==> src/rtl/blink_seq_if.sv <==
// Handshake bundle between a blink_seq pattern sequencer and its controller.
// The controller drives the time base, start request and pattern; the sequencer returns led/busy/done.
interface blink_seq_if #(
   parameter int PLEN  = 8,
   parameter int RBITS = 4
);
   logic             tick;
   logic             start;
   logic [PLEN-1:0]  pattern;
   logic [RBITS-1:0] repeats;
   logic             led;
   logic             busy;
   logic             done;

   modport master (
      output tick, start, pattern, repeats,
      input  led, busy, done
   );

   modport slave (
      input  tick, start, pattern, repeats,
      output led, busy, done
   );
endinterface

==> src/rtl/blink_seq.sv <==
// LED pattern sequencer clocked by the blink counter's wrap tick: plays a latched pattern repeats+1 times.
// Define BLINK_SEQ_GAP_EN to add a dark gap of GAP_TICKS ticks before the done pulse.
module blink_seq #(
   parameter int PLEN  = 8,
   parameter int RBITS = 4
`ifdef BLINK_SEQ_GAP_EN
   ,
   parameter int GAP_TICKS = 4
`endif
) (
   input  logic     clk,
   input  logic     rst,
   blink_seq_if.slave bus
);

   localparam int IW = (PLEN > 1) ? $clog2(PLEN) : 1;
   localparam logic [IW-1:0] LAST_IDX = IW'(PLEN - 1);

`ifdef BLINK_SEQ_GAP_EN
   localparam int GW = (GAP_TICKS > 1) ? $clog2(GAP_TICKS) : 1;
   localparam logic [GW-1:0] LAST_GAP = GW'(GAP_TICKS - 1);
`endif

   typedef enum logic [1:0] {
      S_IDLE = 2'd0,
      S_RUN  = 2'd1,
`ifdef BLINK_SEQ_GAP_EN
      S_GAP  = 2'd2,
`endif
      S_DONE = 2'd3
   } state_e;

   state_e           state_q, state_d;
   logic             led_q,   led_d;
   logic [IW-1:0]    idx_q,   idx_d;
   logic [RBITS-1:0] rep_q,   rep_d;
   logic [PLEN-1:0]  pat_q,   pat_d;
`ifdef BLINK_SEQ_GAP_EN
   logic [GW-1:0]    gap_q,   gap_d;
`endif

   // NOTE: state registers use non-blocking assignments so every flop samples pre-edge values.
   always_ff @(posedge clk or negedge rst) begin
      if (!rst) begin
         state_q <= S_IDLE;
         led_q   <= 1'b0;
         idx_q   <= '0;
         rep_q   <= '0;
         pat_q   <= '0;
`ifdef BLINK_SEQ_GAP_EN
         gap_q   <= '0;
`endif
      end else begin
         state_q <= state_d;
         led_q   <= led_d;
         idx_q   <= idx_d;
         rep_q   <= rep_d;
         pat_q   <= pat_d;
`ifdef BLINK_SEQ_GAP_EN
         gap_q   <= gap_d;
`endif
      end
   end

   // NOTE: every variable gets a hold default first so no path through the case infers a latch.
   always_comb begin
      state_d = state_q;
      led_d   = led_q;
      idx_d   = idx_q;
      rep_d   = rep_q;
      pat_d   = pat_q;
`ifdef BLINK_SEQ_GAP_EN
      gap_d   = gap_q;
`endif

      unique case (state_q)
         S_IDLE: begin
            led_d = 1'b0;
            if (bus.start) begin
               pat_d   = bus.pattern;
               rep_d   = bus.repeats;
               idx_d   = '0;
               state_d = S_RUN;
            end
         end

         S_RUN: begin
            if (bus.tick) begin
               led_d = pat_q[idx_q];
               if (idx_q != LAST_IDX) begin
                  idx_d = idx_q + IW'(1);
               end else if (rep_q != '0) begin
                  idx_d = '0;
                  rep_d = rep_q - RBITS'(1);
               end else begin
                  // Final bit of the final pass; it stays on led until the next transition.
`ifdef BLINK_SEQ_GAP_EN
                  gap_d   = '0;
                  state_d = S_GAP;
`else
                  state_d = S_DONE;
`endif
               end
            end
         end

`ifdef BLINK_SEQ_GAP_EN
         S_GAP: begin
            if (bus.tick) begin
               led_d = 1'b0;
               if (gap_q == LAST_GAP) begin
                  gap_d   = '0;
                  state_d = S_DONE;
               end else begin
                  gap_d = gap_q + GW'(1);
               end
            end
         end
`endif

         S_DONE: begin
            led_d   = 1'b0;
            state_d = S_IDLE;
         end

         default: begin
            state_d = S_IDLE;
         end
      endcase
   end

   assign bus.led  = led_q;
`ifdef BLINK_SEQ_GAP_EN
   assign bus.busy = (state_q == S_RUN) || (state_q == S_GAP);
`else
   assign bus.busy = (state_q == S_RUN);
`endif
   assign bus.done = (state_q == S_DONE);

endmodule

==> src/flat_wrapper.sv <==
// flat-port wrapper written by rule: the top's interface ports become plain ports
module blink_seq_flat 
#(
   parameter int PLEN  = 8,
   parameter int RBITS = 4

)
  (clk, rst, bus_tick, bus_start, bus_pattern, bus_repeats, bus_led, bus_busy, bus_done);
  blink_seq_if #(.PLEN(PLEN), .RBITS(RBITS)) bus_i ();
  input  logic clk;
  input  logic rst;
  input wire logic [$bits(bus_i.tick)-1:0] bus_tick;
  input wire logic [$bits(bus_i.start)-1:0] bus_start;
  input wire logic [$bits(bus_i.pattern)-1:0] bus_pattern;
  input wire logic [$bits(bus_i.repeats)-1:0] bus_repeats;
  output wire logic [$bits(bus_i.led)-1:0] bus_led;
  output wire logic [$bits(bus_i.busy)-1:0] bus_busy;
  output wire logic [$bits(bus_i.done)-1:0] bus_done;
  assign bus_i.tick = bus_tick;
  assign bus_i.start = bus_start;
  assign bus_i.pattern = bus_pattern;
  assign bus_i.repeats = bus_repeats;
  assign bus_led = bus_i.led;
  assign bus_busy = bus_i.busy;
  assign bus_done = bus_i.done;
  blink_seq #(.PLEN(PLEN), .RBITS(RBITS)) u_core (.clk(clk), .rst(rst), .bus(bus_i));
endmodule
==> config.mk <==
export PLATFORM = sky130hd
export DESIGN_NAME = blink_seq_flat
export DESIGN_NICKNAME = d
export VERILOG_FILES = /design/src/rtl/blink_seq_if.sv /design/src/rtl/blink_seq.sv /design/src/flat_wrapper.sv
export SDC_FILE = /design/constraint.sdc
export NUM_CORES = 1
export LEC_CHECK = 0
export ABC_AREA = 1
export BUFFER_PORTS_ARGS = -buffer_cell sky130_fd_sc_hd__buf_2
export CAP_MARGIN = 20
export CELL_PAD_IN_SITES_DETAIL_PLACEMENT = 1
export CELL_PAD_IN_SITES_GLOBAL_PLACEMENT = 1
export CORE_ASPECT_RATIO = 1.4
export CORE_MARGIN = 2
export CORE_UTILIZATION = 35
export CTS_CLUSTER_DIAMETER = 200
export DETAILED_ROUTE_END_ITERATION = 7
export HOLD_SLACK_MARGIN = 0.08
export PLACE_DENSITY_LB_ADDON = 0.1
export SLEW_MARGIN = 20
export SYNTH_ARGS = -nofsm -noshare
export SYNTH_HDL_FRONTEND = slang
export SYNTH_SLANG_ARGS = --single-unit
==> constraint.sdc <==
create_clock -name clk -period 1.7 [get_ports clk]
set_input_delay 0.17 -clock clk [delete_from_list [all_inputs] [get_ports clk]]
set_output_delay 0.17 -clock clk [all_outputs]
set_load 0.005 [all_outputs]
==> results by group <==
Synth
  – Synth area leaders: dfrtp_1 42%, nand2_1 15%, mux2_2 8.3%
  – Yosys reg bits: 18
  – Cell taking the most area after synthesis: dfrtp_1
  – Syn nets: 151
  – Ys Warns: 0
  – Synth Flop Type: dfrtp_1
  – Cell area after synthesis: 1080 um2
  – Async SR Flop Fraction: 100%
  – Syn Inst Count: 129
  – Top cells by count, synth: 42 x nand2_1, 18 x dfrtp_1, 16 x inv_1, 10 x nand3_1, 8 x mux2_2
  – Sequential area share after synthesis: 41.7%
  – Yosys cell types: 21
  – Avg Cell Area, Syn: 8.38 um2
  – Post-synth EDFFs: 0
  – Yosys top cell area share: 41.7%
  – Cell with the most instances after synthesis: nand2_1

Setup path
  – Crit start category: flop
  – Slowest-stage cell, CP: dfrtp_1
  – Reg2reg end: u_core.rep_q[0]$_DFFE_PN0P_
  – Reg-to-Reg Start: u_core.state_q[1]$_DFFE_PN0P_
  – Ordered cell list for the critical path: inv_1, ha_1, buf_4, inv_4, nor2_2, inv_1, nand2_4, inv_2, nand2_1, nand2_1
  – Critical Path RT: 1.85 ns
  – Slowest stage delay, CP: 0.40 ns
  – Crit. End Element: flop
  – Reg2reg setup slack: 0.20 ns
  – Arr. time, crit path: 1.65 ns
  – Type of the worst setup path: flop to flop
  – R2R cell count: 10
  – Worst-path maximum fanout: 10

Floorplan
  – Site Rows: 23
  – Die Area: 3560 um2
  – IO Pins: 19
  – Initial Util: 37.2%
  – Area of the core region: 2910 um2
  – Die Wd: 51.0 um
  – Die span in y: 69.8 um

STA
  – Setup Viol. Count Final: 0
  – Worst slew margin: 71.4%
  – RSZ-0062 raised after global routing: no
  – Setup WS post-layout: 0.197 ns
  – Setup TNS: 0 ns
  – Slew Limit Fails: 0
  – Worst Tran Pin Value: 0.429 ns
  – Setup Skew: 0.00162 ns
  – Tmin final: 1.50 ns
  – Fin. Hold Viols: 0
  – Max Freq: 665 MHz
  – Hold WS: 0.149 ns
  – Period utilization: 88.4%

Layout
  – Register Area: 450 um2
  – Nets: 176
  – Area occupied by multi-input gates: 539 um2
  – N_diodes: 0
  – Share of cells above drive strength 1: 29.4%
  – Filler cell count: 375
  – Fin area: 1290 um2
  – Syn-to-layout area delta: 19.0%

GRT
  – Largest net degree at the start of global routing: 19
  – Initial antenna violation count: 0
  – Vias in the first global route: 1002
  – Gr ovfl total: 0
  – First-pass GRT wire length: 4320 um
  – GR Util All Layers: 15.8%

Detailed routing
  – Met2 WL post-DR: 1500 um
  – Final wirelength: 2490 um
  – Wire length per cell: 13.1 um
  – Via density: 4.74
  – Vias: 900
  – First-pass DRT Iterations: 2
  – Top Metal Used: met3
  – Met1 WL: 935 um
  – ANT nets after route: 0
  – Starting DRT DRC Count: 25
  – # DRC: 0
  – Met3 wire len: 47 um

Placed design
  – HPWL Detailed: 2040 um
  – Port Buffer Count: 18
  – Placed Area: 1220 um2
  – Placer Congestion: 0.744
  – Worst slack at placement: 0.189 ns

Power and ir drop
  – P_leak: 0.694 nW
  – Pwr dens: 1840 nW/um2
  – Max IR drop VDD: 611 uV

Worst hold path
  – Hold Crit Endpoint: u_core.pat_q[0]$_DFFE_PN0P_
  – Min-delay src: bus_pattern[0]
  – Worst Hold Class: input pin to flop
  – Min-Delay Path Depth: 2

Outcome
  – Status: finished, final reports clean

Run
  – Max-cap check violation count: 0

Clock tree
  – Clock tree root buffer cell: clkbuf_8
  – CTS clk-pin slew, worst paths: 0.07 ns
  – H-tree Lvls: 1
  – Post-CTS sizing: 0
  – TritonCTS buffer count: 3
  – Number of setup buffers added after CTS: 0
  – Worst-Skew Late Latency: 0.25 ns
  – Clock Tree Buf Depth: 2
  – CTS Sinks: 18
  – CTS tree: yes
metrics by stage:
stage | utilization, % | cells | total power [mW]
after floorplan | - | 129 | 1.71
after global placement | 42.0 | 185 | 2.00
after detailed placement | 42.0 | 185 | 2.05
after CTS | 44.3 | 190 | 2.42
after global routing | 44.3 | 190 | 2.61
final | 44.3 | 190 | 2.37
how the worst max path moves through the flow:
stage	slack, ns	to	depth (start not counted)	from
2_1_floorplan	0.29	u_core.rep_q[0]$_DFFE_PN0P_	10	u_core.idx_q[0]$_DFFE_PN0P_
3_3_place_gp	0.23	u_core.rep_q[3]$_DFFE_PN0P_	10	u_core.state_q[1]$_DFFE_PN0P_
3_5_place_dp	0.19	u_core.rep_q[3]$_DFFE_PN0P_	10	u_core.state_q[1]$_DFFE_PN0P_
4_1_cts	0.18	u_core.rep_q[3]$_DFFE_PN0P_	10	u_core.state_q[1]$_DFFE_PN0P_
5_1_grt	0.05	u_core.rep_q[0]$_DFFE_PN0P_	10	u_core.state_q[1]$_DFFE_PN0P_
6_report	0.20	u_core.rep_q[0]$_DFFE_PN0P_	10	u_core.state_q[1]$_DFFE_PN0P_
cells by family (layout without fill, tap and decap cells):
kind of cell             count (synthesis)  after routing  synth area share (%)
flip-flops                              18             18                  41.7
buffers and inverters                   21             45                  8.45
AND/OR/NAND/NOR                         68             68                  29.4
multiplexers                             9              9                  9.26
adder cells (fa/ha/maj)                  6              6                  6.94
AO/OA/AOI/OAI                            7              7                  4.28
flip-flops by register name (all words and copies together), names as in the netlist:
signal / cells
u_core.bus.led: 1
u_core.idx_q: 3
u_core.pat_q: 8
u_core.rep_q: 4
u_core.state_q: 2
cell type report:
cell class | count | share of cell area (%)
Clock buffer | 4 | 4.28
Inverter | 20 | 6.23
Multi-Input combinational cell | 90 | 41.9
Sequential cell | 18 | 35.0
Tap cell | 37 | 3.60
Timing Repair Buffer | 21 | 8.95
worst max-delay path: cells and delay by family, from the launching register on:
family	cells	cell delay, ns
adders and majority gates	1	0.22
buffers and inverters	5	0.50
DFF	1	0.40
and+or+nand+nor	4	0.28
routing by layer:
| layer | vias up | GRT usage (%) |
|---|---|---|
| met2 | 8 | 32.6 |
| met4 | 0 | 2.70 |
| met5 | - | 0 |
| met1 | 436 | 15.9 |
| met3 | 0 | 1.94 |
| li1 | 456 | - |
layout by cell type (no fill, tap or decap):
cell            n
a21oi_1         1
buf_2          18
buf_4           2
clkbuf_8        4
dfrtp_1        18
dlygate4sd3_1   1
ha_1            6
inv_1          16
inv_2           2
inv_4           2
mux2_2          8
mux2i_1         1
nand2_1        42
nand2_2         2
nand2_4         2
nand3_1        10
nand3_2         2
nand4_1         3
nor2_1          5
nor2_2          1
nor2_4          1
o21ai_0         2
o21ai_1         3
o21ai_4         1
report_power, final:
group	total (mW)	switching, mW	internal, mW
logic	1.24	0.741	0.502
clock network	0.350	0.145	0.205
registers	0.773	0.144	0.629
total	2.37	1.03	1.34
repair_timing:
| item | CTS | global route |
|---|---|---|
| hold buffers | 1 | 0 |
| endpoints found under the setup margin | 0 | 0 |
| endpoints found under the hold margin | 18 | 0 |
Power figures use the tool's default switching activity.
